File: src/rtl/cpu_dmem_ctrl.sv
// Data-memory controller: valid/ready requests into an inferred single-port RAM, registered responses.
// Byte-enable read-modify-write is built only when CPU_DMEM_BYTE_WRITE_EN is defined.
module cpu_dmem_ctrl #(
  parameter int    DATA_W    = 32,
  parameter int    ADDR_W    = 32,
  parameter int    DEPTH     = 32,
  parameter string INIT_FILE = ""
) (
  input  logic                clk,
  input  logic                reset,
  input  logic                req_valid,
  output logic                req_ready,
  input  logic                req_write,
  input  logic [ADDR_W-1:0]   req_addr,
  input  logic [DATA_W-1:0]   req_wdata,
  input  logic [DATA_W/8-1:0] req_be,
  output logic                rsp_valid,
  output logic [DATA_W-1:0]   rsp_rdata,
  output logic                rsp_err,
  output logic                dbg_state
);

  // Handshake: a request is taken on a rising edge with req_valid && req_ready; the
  // response side has no backpressure and rsp_valid is a one-cycle strobe, in request order.

  localparam int NB    = DATA_W / 8;
  localparam int OFF_W = $clog2(NB);
  localparam int IDX_W = $clog2(DEPTH);

  typedef enum logic {IDLE = 1'b0, MERGE = 1'b1} state_t;

  state_t            state;
  logic [DATA_W-1:0] mem [DEPTH];

  logic [ADDR_W-1:0] word_idx;
  logic [IDX_W-1:0]  ram_idx;
  logic              in_range;
  logic              accept;
  logic              do_read;
  logic              do_full_wr;
  logic              do_part;

  assign accept   = req_valid && req_ready;
  assign word_idx = req_addr >> OFF_W;
  assign in_range = word_idx < ADDR_W'(DEPTH);
  assign ram_idx  = word_idx[IDX_W-1:0];
  assign do_read  = accept && !req_write && in_range;
  assign dbg_state = state;

`ifdef CPU_DMEM_BYTE_WRITE_EN
  logic              full_be;
  logic              zero_be;
  logic [IDX_W-1:0]  m_idx;
  logic [DATA_W-1:0] m_wdata;
  logic [DATA_W-1:0] m_old;
  logic [NB-1:0]     m_be;
  logic [DATA_W-1:0] merged;

  assign full_be    = &req_be;
  assign zero_be    = ~|req_be;
  assign do_full_wr = accept && req_write && in_range && full_be;
  assign do_part    = accept && req_write && in_range && !full_be && !zero_be;

  // The old word is captured at the accept edge and merged during MERGE.
  always_ff @(posedge clk) begin
    if (do_part) begin
      m_idx   <= ram_idx;
      m_wdata <= req_wdata;
      m_be    <= req_be;
      m_old   <= mem[ram_idx];
    end
  end

  always_comb begin
    merged = m_old;
    for (int b = 0; b < NB; b++) begin
      if (m_be[b]) merged[8*b +: 8] = m_wdata[8*b +: 8];
    end
  end
`else
  logic unused_be;

  assign unused_be  = ^req_be;
  assign do_full_wr = accept && req_write && in_range;
  assign do_part    = 1'b0;
`endif

  // An async reset during MERGE drops state to IDLE, so the pending merge write never lands.
  always_ff @(posedge clk) begin
    if (do_full_wr) begin
      mem[ram_idx] <= req_wdata;
    end
`ifdef CPU_DMEM_BYTE_WRITE_EN
    else if (state == MERGE) begin
      mem[m_idx] <= merged;
    end
`endif
  end

  always_ff @(posedge clk or negedge reset) begin
    if (!reset) begin
      state     <= IDLE;
      req_ready <= 1'b0;
      rsp_valid <= 1'b0;
      rsp_rdata <= '0;
      rsp_err   <= 1'b0;
    end else begin
      rsp_valid <= 1'b0;
      rsp_err   <= 1'b0;
      case (state)
        IDLE: begin
          req_ready <= 1'b1;
          if (accept) begin
            if (!in_range) begin
              rsp_valid <= 1'b1;
              rsp_err   <= 1'b1;
              rsp_rdata <= '0;
            end else if (do_read) begin
              rsp_valid <= 1'b1;
              rsp_rdata <= mem[ram_idx];
            end else if (do_part) begin
              state     <= MERGE;
              req_ready <= 1'b0;
            end else begin
              rsp_valid <= 1'b1;
              rsp_rdata <= '0;
            end
          end
        end
        MERGE: begin
          state     <= IDLE;
          req_ready <= 1'b1;
          rsp_valid <= 1'b1;
          rsp_rdata <= '0;
        end
        default: begin
          state     <= IDLE;
          req_ready <= 1'b0;
        end
      endcase
    end
  end

endmodule

File: config.mk
export PLATFORM = sky130hd
export DESIGN_NAME = cpu_dmem_ctrl
export DESIGN_NICKNAME = d
export VERILOG_FILES = /design/src/rtl/cpu_dmem_ctrl.sv
export SDC_FILE = /design/constraint.sdc
export NUM_CORES = 1
export LEC_CHECK = 0
export ABC_CLOCK_PERIOD_IN_PS = 7700
export BUFFER_PORTS_ARGS = -buffer_cell sky130_fd_sc_hd__clkbuf_2
export CORE_MARGIN = 2
export CORE_UTILIZATION = 30
export DETAILED_ROUTE_END_ITERATION = 8
export GPL_TIMING_DRIVEN = 1
export PLACE_DENSITY = 0.45
export SYNTH_ARGS = -nofsm -noshare
export SYNTH_HDL_FRONTEND = slang
export SYNTH_SLANG_ARGS = --single-unit
File: constraint.sdc
create_clock -name clk -period 7.7 [get_ports clk]
set_clock_uncertainty 0.15 [all_clocks]
set_input_delay 1.155 -clock clk [delete_from_list [all_inputs] [get_ports clk]]
set_output_delay 1.155 -clock clk [all_outputs]
set_load 0.02 [all_outputs]
==> metrics.yaml <==
die_h_um: 372
hold_class: "reg -> reg"
cts.hold.buffers_added: 0
worstSetupPathType: "in -> reg"
yosysMostFrequentCell: "edfxtp_1"
hold_violations: 0
yosysSeqAreaShare_pct: 78.0
place.gp.congestion: 0.742
power_leakage_uw: 0.0154
syn_inst: 1978
clk_path_buf_depth: 3
worst_slew_pin_slew_ps: 1180
yosysTopAreaCellShare_pct: 75.9
synthToLayoutAreaGrowth_pct: 15.8
post-route-period-util_pct: 52.1
rows: 134
yosysTopAreaCell: "edfxtp_1"
synthArstFlopShare_pct: 3.31
grt_first_pass_wirelength_um: 158000
multi_input_area_um2: 8540
worst_slew_margin_rel_pct: 21.0
port_buffers: 100
synth.cell_area_um2: 40500
final-seq-area_um2: 31600
core-area_um2: 134000
clk_pin_slew_ps: 60
viasPerCell: 5.07
grt.overflow.total: 0
nets: 2206
synthFlopType: "edfxtp_1"
totalWireLength_um: 114000
synth_edf_count: 1024
post-route-drc-count: 0
post-cts-setup-buffers: 0
layout.cells.non_filler: 3989
powerDensity_nw_per_um2: 257
cts_sinks: 1059
cts_made_buffers: 109
ys_ff_latch: 1059
synth.yosys.warnings: 0
max_cap_viol_count: 0
synth_cell_types: 56
grt_max_degree: 146
end_kind: "register"
htreeDepth: 3
cp.required_ps: 8140
slew_violations: 0
rsz0062_at_grt: "false"
cp_common_cell: "buf_4"
crit_family: "simple AND/OR/NAND/NOR gates"
cp-start-kind: "primary input"
cp.arrival_ps: 4450
drive_gt1_share_pct: 22.1
wl_per_cell_um: 28.6
grt_pass1_vias: 20840
dieArea_um2: 138000
post-place-cells: 3791
antenna_cells: 0
first_iter_violations: 2000
synthesis.nets: 2050
max_freq_mhz: 249
crit_path_max_incr_delay_ps: 1080
pin_count: 108
dp_slack_ps: 3030
synth_area_per_cell_um2: 20.5
drt_pre_antenna_iters: 5
track_usage_pct: 16.4
setup_tns_ps: 0
clock-root-buffer: "clkbuf_16"
cts_resized: 0
synth_common_cells: "edfxtp_1, mux2i_1, a22oi_1"
dp_hpwl_um: 63400
period_needed_ps: 4010
antenna_found_initial: 6
crit_buf_inv: 3
slowest_stage: "nor4bb_4"
ant_nets: 0
fillers: 12488
clkLatencyLatePin_ps: 700
power_uw: 12000
crit_fanout: 19
initial_core_util_pct: 30.3
ir_drop_v: 0.000171
reg2reg_setup_slack_ps: 4610
num_vias: 20216
die_w_um: 372
synthTopCellsByArea: "edfxtp_1, mux2i_1, mux4_2, a22oi_1, dfrtp_1"
setup_slack_ps: 3690
cp_cell_sequence: "clkbuf_2 -> buf_4 -> nor4bb_4 -> buf_4 -> a22oi_1 -> nand4_1 -> nor3_1 -> a22o_1"
outcome: "complete, no violations"
cts_tree: "done"
setup_viol: 0
[cell families (layout without fill, tap and decap cells)]
logic type / count (synthesis) / after routing / synth area share, %
mux: 395 / 395 / 13.3
buf+inv: 114 / 357 / 1.64
flops: 1059 / 1059 / 78.0
other cells: 2 / 2 / 0.0185
compound gates: 242 / 242 / 4.57
simple gates: 166 / 166 / 2.45
[per-stage QoR]
stage,area [um2],hold slack (ps),utilization [%]
5_1_grt,46900,365,35.1
6_report,46900,340,35.1
2_1_floorplan,40500,437,-
4_1_cts,46900,339,35.1
3_5_place_dp,43400,317,32.4
3_3_place_gp,43400,329,32.4
[area by class of cell]
class	count	share of cell area [%]
Clock buffer	137	6.32
Clock inverter	61	1.27
Inverter	1	0.00800
Multi-Input combinational cell	805	18.2
Sequential cell	1059	67.4
Tap cell	1768	4.71
Timing Repair Buffer	158	2.09
[where the power goes]
group          switching [uW]  internal (uW)
registers               0.556           6320
clock network            2190           3080
logic                     298            151
total                    2490           9550
[worst register-to-register path: cells and delay by family (launching register included)]
kind                   cells  cell delay, ps
buffers and inverters      3            1080
flip-flops                 1             360
AND/OR/NAND/NOR            3            1100
[metal layers]
metal	share of wire (%)	global-route usage [%]	up-vias	wire length (um)
li1	-	-	8581	-
met1	43	21.9	10927	49000
met2	49	27.5	554	56100
met3	5.3	2.58	148	6060
met4	2.5	5.27	6	2870
met5	0.034	0	-	39
[cell usage in the layout, fill, tap and decap left out, drive strengths merged, types with 11 or more instances in the layout]
master	instances
o22ai	53
mux2i	278
a22oi	134
edfxtp	1024
nor2	38
clkinv	45
dfrtp	35
nor3	20
a22o	20
bufinv	11
clkbuf	235
nand2	20
buf	60
mux4	114
nand4	33
[flip-flops by register name (all words and copies together), names as in the netlist]
name / flops
rsp_rdata: 32
rsp_err: 1
req_ready: 1
mem: 1024
rsp_valid: 1
[final timing paths]
kind,startpoint,depth (start not counted),end
worst max-delay path,req_addr[5],8,rsp_rdata[28]$_DFFE_PN0P_
worst min-delay path,rsp_rdata[31]$_DFFE_PN0P_,1,rsp_rdata[31]$_DFFE_PN0P_
worst max register to register,req_ready$_DFF_PN0_,6,mem[2][6]$_DFFE_PP_
worst min register to register,rsp_rdata[31]$_DFFE_PN0P_,1,rsp_rdata[31]$_DFFE_PN0P_
max in group asynchronous,reset,2,rsp_rdata[21]$_DFFE_PN0P_
min in group asynchronous,reset,2,rsp_rdata[7]$_DFFE_PN0P_
(Power assumes the default switching activity.)
